--- src/rtl/bus_pkg.sv ---
// Shared types and default widths for the two-master data bus arbiter.
package bus_pkg;

  typedef enum logic [1:0] {
    IDLE,
    BUSY,
    DONE
  } bus_state_t;

  typedef enum logic {
    OP_READ,
    OP_WRITE
  } bus_op_t;

  localparam int DATA_W = 16;
  localparam int ADDR_W = 16;

endpackage

--- src/rtl/data_bus_arbiter_if.sv ---
// Arbiter-side bus bundle: two request ports plus the shared slave port.
// master = arbiter view (drives strobes and completions); slave = requesters and memory.
interface data_bus_arbiter_if #(
  parameter int DATA_W = bus_pkg::DATA_W,
  parameter int ADDR_W = bus_pkg::ADDR_W
);

  logic              M0Read;
  logic              M1Read;
  logic              M0Write;
  logic              M1Write;
  logic [ADDR_W-1:0] M0Addr;
  logic [ADDR_W-1:0] M1Addr;
  logic [DATA_W-1:0] M0WrData;
  logic [DATA_W-1:0] M1WrData;
  logic [DATA_W-1:0] M0RdData;
  logic [DATA_W-1:0] M1RdData;
  logic              M0Done;
  logic              M1Done;
  logic              M0Err;
  logic              M1Err;
  logic              ReadData;
  logic              WriteData;
  logic [ADDR_W-1:0] DataAddr;
  logic [DATA_W-1:0] DataOut;
  logic [DATA_W-1:0] DataIn;
  logic              DataDone;

  modport master (
    input  M0Read, M1Read, M0Write, M1Write, M0Addr, M1Addr, M0WrData, M1WrData,
    input  DataIn, DataDone,
    output M0RdData, M1RdData, M0Done, M1Done, M0Err, M1Err,
    output ReadData, WriteData, DataAddr, DataOut
  );

  modport slave (
    output M0Read, M1Read, M0Write, M1Write, M0Addr, M1Addr, M0WrData, M1WrData,
    output DataIn, DataDone,
    input  M0RdData, M1RdData, M0Done, M1Done, M0Err, M1Err,
    input  ReadData, WriteData, DataAddr, DataOut
  );

endinterface

--- src/rtl/bus_watchdog.sv ---
// Saturating BUSY-cycle counter; expired is asserted combinationally on the cycle
// whose closing edge would bring the count to TIMEOUT. TIMEOUT = 0 never expires.
module bus_watchdog #(
  parameter int TIMEOUT = 255
) (
  input  logic clk,
  input  logic rst_n,
  input  logic clear,
  input  logic enable,
  output logic expired
);

  localparam int CW = (TIMEOUT > 0) ? $clog2(TIMEOUT + 1) : 1;
  localparam logic [CW-1:0] LIMIT = CW'(TIMEOUT);

  logic [CW-1:0] cnt;

  always_ff @(posedge clk or negedge rst_n) begin
    if (!rst_n) begin
      cnt <= '0;
    end else if (clear) begin
      cnt <= '0;
    end else if (enable && (cnt != LIMIT)) begin
      cnt <= cnt + CW'(1);
    end
  end

  // Firing one count early keeps the strobes high for exactly TIMEOUT cycles.
  assign expired = (TIMEOUT != 0) && enable && (cnt == LIMIT - CW'(1));

endmodule

--- src/rtl/data_bus_arbiter.sv ---
// Round-robin two-master arbiter for the data bus; request to Done is >= 2 edges, all outputs registered.
// Requests are held until Done; the slave stalls via DataDone, bounded by the watchdog.
module data_bus_arbiter #(
  parameter int DATA_W  = bus_pkg::DATA_W,
  parameter int ADDR_W  = bus_pkg::ADDR_W,
  parameter int TIMEOUT = 255
) (
  input logic                 Clock,
  input logic                 Reset,
  data_bus_arbiter_if.master  bus
);

  import bus_pkg::*;

  bus_state_t state;
  bus_state_t state_nx;
  bus_op_t    op;
  bus_op_t    op_nx;
  logic       last;
  logic       id;
  logic       gid;
  logic       start;
  logic       timeout;
  logic       expired;
  logic       req0;
  logic       req1;

  assign req0 = bus.M0Read | bus.M0Write;
  assign req1 = bus.M1Read | bus.M1Write;

  always_comb begin
    state_nx = state;
    start    = 1'b0;
    gid      = 1'b0;
    timeout  = 1'b0;
    case (state)
      IDLE: begin
        if (req0 || req1) begin
          start    = 1'b1;
          state_nx = BUSY;
          gid      = (req0 && req1) ? ~last : req1;
        end
      end
      BUSY: begin
        if (bus.DataDone) begin
          state_nx = DONE;
        end else if (expired) begin
          state_nx = DONE;
          timeout  = 1'b1;
        end
      end
      DONE:    state_nx = IDLE;
      default: state_nx = IDLE;
    endcase
  end

  // Write wins when a master raises both strobes.
  always_comb begin
    op_nx = OP_READ;
    if (gid ? bus.M1Write : bus.M0Write) begin
      op_nx = OP_WRITE;
    end
  end

  always_ff @(posedge Clock or negedge Reset) begin
    if (!Reset) begin
      state         <= IDLE;
      last          <= 1'b1;
      id            <= 1'b0;
      op            <= OP_READ;
      bus.ReadData  <= 1'b0;
      bus.WriteData <= 1'b0;
      bus.DataAddr  <= '0;
      bus.DataOut   <= '0;
      bus.M0RdData  <= '0;
      bus.M1RdData  <= '0;
      bus.M0Done    <= 1'b0;
      bus.M1Done    <= 1'b0;
      bus.M0Err     <= 1'b0;
      bus.M1Err     <= 1'b0;
    end else begin
      state <= state_nx;

      if (start) begin
        id            <= gid;
        op            <= op_nx;
        bus.DataAddr  <= gid ? bus.M1Addr : bus.M0Addr;
        bus.DataOut   <= gid ? bus.M1WrData : bus.M0WrData;
        bus.ReadData  <= (op_nx == OP_READ);
        bus.WriteData <= (op_nx == OP_WRITE);
      end else if (state_nx != BUSY) begin
        bus.ReadData  <= 1'b0;
        bus.WriteData <= 1'b0;
      end

      if ((state == BUSY) && bus.DataDone && (op == OP_READ)) begin
        if (id) begin
          bus.M1RdData <= bus.DataIn;
        end else begin
          bus.M0RdData <= bus.DataIn;
        end
      end

      // Completion flags are registered on entry to DONE so they pulse during DONE.
      bus.M0Done <= (state_nx == DONE) && !id;
      bus.M1Done <= (state_nx == DONE) && id;
      bus.M0Err  <= timeout && !id;
      bus.M1Err  <= timeout && id;

      if (state == DONE) begin
        last <= id;
      end
    end
  end

  bus_watchdog #(
    .TIMEOUT (TIMEOUT)
  ) u_watchdog (
    .clk     (Clock),
    .rst_n   (Reset),
    .clear   (start),
    .enable  (state == BUSY),
    .expired (expired)
  );

endmodule

--- src/flat_wrapper.sv ---
// flat-port wrapper written by rule: the top's interface ports become plain ports
module data_bus_arbiter_flat import bus_pkg::*;
#(
  parameter int DATA_W  = bus_pkg::DATA_W,
  parameter int ADDR_W  = bus_pkg::ADDR_W,
  parameter int TIMEOUT = 255
)
  (Clock, Reset, bus_M0Read, bus_M1Read, bus_M0Write, bus_M1Write, bus_M0Addr, bus_M1Addr, bus_M0WrData, bus_M1WrData, bus_DataIn, bus_DataDone, bus_M0RdData, bus_M1RdData, bus_M0Done, bus_M1Done, bus_M0Err, bus_M1Err, bus_ReadData, bus_WriteData, bus_DataAddr, bus_DataOut);
  data_bus_arbiter_if #(.DATA_W(DATA_W), .ADDR_W(ADDR_W)) bus_i ();
  input logic Clock;
  input logic Reset;
  input wire logic [$bits(bus_i.M0Read)-1:0] bus_M0Read;
  input wire logic [$bits(bus_i.M1Read)-1:0] bus_M1Read;
  input wire logic [$bits(bus_i.M0Write)-1:0] bus_M0Write;
  input wire logic [$bits(bus_i.M1Write)-1:0] bus_M1Write;
  input wire logic [$bits(bus_i.M0Addr)-1:0] bus_M0Addr;
  input wire logic [$bits(bus_i.M1Addr)-1:0] bus_M1Addr;
  input wire logic [$bits(bus_i.M0WrData)-1:0] bus_M0WrData;
  input wire logic [$bits(bus_i.M1WrData)-1:0] bus_M1WrData;
  input wire logic [$bits(bus_i.DataIn)-1:0] bus_DataIn;
  input wire logic [$bits(bus_i.DataDone)-1:0] bus_DataDone;
  output wire logic [$bits(bus_i.M0RdData)-1:0] bus_M0RdData;
  output wire logic [$bits(bus_i.M1RdData)-1:0] bus_M1RdData;
  output wire logic [$bits(bus_i.M0Done)-1:0] bus_M0Done;
  output wire logic [$bits(bus_i.M1Done)-1:0] bus_M1Done;
  output wire logic [$bits(bus_i.M0Err)-1:0] bus_M0Err;
  output wire logic [$bits(bus_i.M1Err)-1:0] bus_M1Err;
  output wire logic [$bits(bus_i.ReadData)-1:0] bus_ReadData;
  output wire logic [$bits(bus_i.WriteData)-1:0] bus_WriteData;
  output wire logic [$bits(bus_i.DataAddr)-1:0] bus_DataAddr;
  output wire logic [$bits(bus_i.DataOut)-1:0] bus_DataOut;
  assign bus_i.M0Read = bus_M0Read;
  assign bus_i.M1Read = bus_M1Read;
  assign bus_i.M0Write = bus_M0Write;
  assign bus_i.M1Write = bus_M1Write;
  assign bus_i.M0Addr = bus_M0Addr;
  assign bus_i.M1Addr = bus_M1Addr;
  assign bus_i.M0WrData = bus_M0WrData;
  assign bus_i.M1WrData = bus_M1WrData;
  assign bus_i.DataIn = bus_DataIn;
  assign bus_i.DataDone = bus_DataDone;
  assign bus_M0RdData = bus_i.M0RdData;
  assign bus_M1RdData = bus_i.M1RdData;
  assign bus_M0Done = bus_i.M0Done;
  assign bus_M1Done = bus_i.M1Done;
  assign bus_M0Err = bus_i.M0Err;
  assign bus_M1Err = bus_i.M1Err;
  assign bus_ReadData = bus_i.ReadData;
  assign bus_WriteData = bus_i.WriteData;
  assign bus_DataAddr = bus_i.DataAddr;
  assign bus_DataOut = bus_i.DataOut;
  data_bus_arbiter #(.DATA_W(DATA_W), .ADDR_W(ADDR_W), .TIMEOUT(TIMEOUT)) u_core (.Clock(Clock), .Reset(Reset), .bus(bus_i));
endmodule
--- config.mk ---
export PLATFORM = sky130hd
export DESIGN_NAME = data_bus_arbiter_flat
export DESIGN_NICKNAME = d
export VERILOG_FILES = /design/src/rtl/bus_pkg.sv /design/src/rtl/data_bus_arbiter_if.sv /design/src/rtl/bus_watchdog.sv /design/src/rtl/data_bus_arbiter.sv /design/src/flat_wrapper.sv
export SDC_FILE = /design/constraint.sdc
export NUM_CORES = 1
export LEC_CHECK = 0
export ABC_AREA = 1
export ABC_CLOCK_PERIOD_IN_PS = 1830
export CAP_MARGIN = 0
export CELL_PAD_IN_SITES_DETAIL_PLACEMENT = 0
export CELL_PAD_IN_SITES_GLOBAL_PLACEMENT = 2
export CORE_MARGIN = 5
export CORE_UTILIZATION = 34
export DETAILED_ROUTE_END_ITERATION = 16
export DONT_BUFFER_PORTS = 1
export PLACE_DENSITY = 0.8
export SLEW_MARGIN = 30
export SYNTH_ARGS = -nofsm -noshare
export SYNTH_HDL_FRONTEND = slang
export SYNTH_SLANG_ARGS = --single-unit
--- constraint.sdc ---
create_clock -name Clock -period 1.83 [get_ports Clock]
set_input_delay 0.183 -clock Clock [delete_from_list [all_inputs] [get_ports Clock]]
set_output_delay 0.183 -clock Clock [all_outputs]
set_load 0.05 [all_outputs]
==> impl_results.md <==
* Worst IR Drop VDD at 821 uV
* Post-DP HPWL at 6720 um
* Unique masters post-synth at 27
* Yosys reg bits at 83
* CP endpoint: u_core.u_watchdog.cnt[7]
* First-pass GRT wire length at 15,700 um
* Die Wd at 115 um
* CTS tree: yes
* Crit end category: flop
* Clock transition at path regs at 0.09 ns
* Global Route Usage Sum at 15.0%
* Headroom to the max-slew limit at 64.9%
* Post-route clock period utilization at 80.1%
* Fraction of layout cells with a size suffix above 1 at 6.19%
* CP Cell Sequence: ha_1, inv_1, nor2_2, nand2_1, nand2_1, nand2_1, inv_2, nand2_1, nand2_1
* Worst hold path class: input port to async pin
* Slowest cell on crit path: dfrtp_1
* Final Core Density at 41.3%
* Post-Route Skew at 0.00449 ns
* Final setup violation count at 0
* Start point of the critical path: u_core.u_watchdog.cnt[1]
* Failing checks: hold timing
* Slowest stage delay, CP at 0.42 ns
* Hold Fails Final Rpt at 83
* Final cell area excluding filler cells at 4480 um2
* CP most frequent cell: nand2_1
* Die Span Y at 115 um
* Pwr/cell area at 2020 nW/um2
* Clock latency on the worst-skew pair at 0.35 ns
* Placed insts at 602
* Final cell count without fillers at 657
* Cell count after synthesis at 476
* Resized Gates After CTS at 0
* Number of global-route vias before repair at 3,166
* Worst R2R Path Depth at 9
* Max H-tree Level at 3
* Pwr Total at 9.05 mW
* Antenna Nets Post-Route at 0
* Area delta synth->final at 18.9%
* Detailed Route WL at 9890 um
* Status: complete, but fails checks
* WHS at -0.482 ns
* CP top delay family: simple AND/OR/NAND/NOR gates
* Post-CTS Setup Bufs at 0
* CP Buf/Inv Count at 2
* Critical Path Fanout Max at 5
* P_leak at 2.33 nW
* Max-slew violations at 0
* Post-synth design cell area at 3760 um2
* Reg-to-reg endpoint: u_core.u_watchdog.cnt[7]
* TNS Setup at 0 ns
* Clock Tree Buf Depth at 2
* Detailed-route via count at 3,040
* Setup WS pre-CTS at 0.380 ns
* Most common cell after layout, fill and taps aside: nand2_1
* Most frequent cells in the layout: nand2_1, dfrtp_1, inv_1, nor2_1, dlygate4sd3_1
* Sequential-to-total area share from yosys stat at 55.2%
* Fmax at 682 MHz
* Syn. warnings at 0
* Hold_buf cts at 39
* Row cnt at 38
* Largest net degree at the start of global routing at 84
* Post-DR vias/cell at 4.63
* Arr. time, crit path at 1.76 ns
* Slew @ Worst Pin at 0.527 ns
* DRC Markers at 0
* RR Startpoint: u_core.u_watchdog.cnt[1]
* Final #Nets at 601
* CP Depth at 9
* CTS buffer count at 9
* R2R setup slack at 0.36 ns
* Root buf cell: clkbuf_8
* Antenna diodes at 0
* Max-cap violations at 0
* Die area at 13,300 um2
* Wire per inst at 15.1 um
* Syn_area_per_cell at 7.91 um2
* Antenna violations before repair at 0
* Mapped Nets at 565
* Post-placement cell area at 3910 um2
* RSZ-0062 raised after global routing: no
* Global route total overflow at 0
* Core ar. at 10,800 um2
* Starting Density at 34.7%
* CTS Sinks at 83
* Final WS setup at 0.364 ns
* Drt pass-1 iters at 4
* Startpoint types: flop
* I/O pins at 157
* Routability Congestion at 0.728
* Buffers on Ports at 0
* Post-layout minimum cycle time at 1.47 ns
* Worst path required time at 2.12 ns
* Critical path class: flop to flop
* Drt initial violations at 130
## flip-flops by register name, indices dropped and copies added, names as in the netlist
name	count
u_core.bus.DataOut	16
u_core.state	2
u_core.bus.M1Err	1
u_core.bus.DataAddr	16
u_core.u_watchdog.cnt	8
u_core.bus.WriteData	1
u_core.bus.M1Done	1
u_core.last	1
u_core.bus.M0Done	1
u_core.op	1
u_core.bus.ReadData	1
u_core.bus.M1RdData	16
u_core.bus.M0Err	1
u_core.bus.M0RdData	16
u_core.id	1
## cells by family after synthesis
| logic type | count (synthesis) | share of synthesized area [%] |
|---|---|---|
| AOI/OAI and AO/OA | 73 | 9.87 |
| xor gates and xnor gates | 3 | 0.698 |
| adders and majority gates | 2 | 0.665 |
| buffers and inverters | 82 | 9.14 |
| DFF | 83 | 55.2 |
| and+or+nand+nor | 233 | 24.4 |
## report_power, final
part,switching [mW],leakage [nW],internal [mW]
clock network,0.738,0.0881,0.512
logic,1.30,1.20,0.789
registers,3.12,1.04,2.59
## synthesized netlist by cell type (all sizes together)
library cell / instances / area share [%]
nand2: 169 / 17
dfrtp: 82 / 55
o21ai: 68 / 9.0
inv: 62 / 6.2
nor2: 47 / 4.8
buf: 15 / 2.4
nand3: 12 / 1.7
clkbuf: 5 / 0.57
a21oi: 3 / 0.50
and2: 2 / 0.33
ha: 2 / 0.66
nand4: 2 / 0.33
xor2: 2 / 0.47
a31oi: 1 / 0.17
dfstp: 1 / 0.70
nor3: 1 / 0.27
o22ai: 1 / 0.17
xnor2: 1 / 0.23
## worst min-delay path by stage
stage | startpoint | to | slack, ns
finish | Reset | u_core.u_watchdog.cnt[4] | -0.48
global route | Reset | u_core.bus.DataOut[3] | -0.52
CTS | Reset | u_core.bus.DataAddr[0] | -0.51
floorplan | Reset | u_core.bus.DataAddr[0] | -0.11
global placement | Reset | u_core.u_watchdog.cnt[6] | -0.11
detailed placement | Reset | u_core.u_watchdog.cnt[6] | -0.11
## layer usage
layer,wire [um],global-route usage [%]
met1,4170,18.3
met2,4670,23.9
met3,874,6.21
met4,181,5.63
met5,0,0
## cell type report
class | instances | area [um2]
clock inverters | 6 | 47.5
fillers | 1108 | 6360
flip-flops and latches | 83 | 2080
repair buffers | 45 | 473
well taps | 140 | 175
multi-input cells | 311 | 1340
inverters | 62 | 233
clock buffers | 10 | 128
Note: power is estimated with default switching activity, not from simulation.
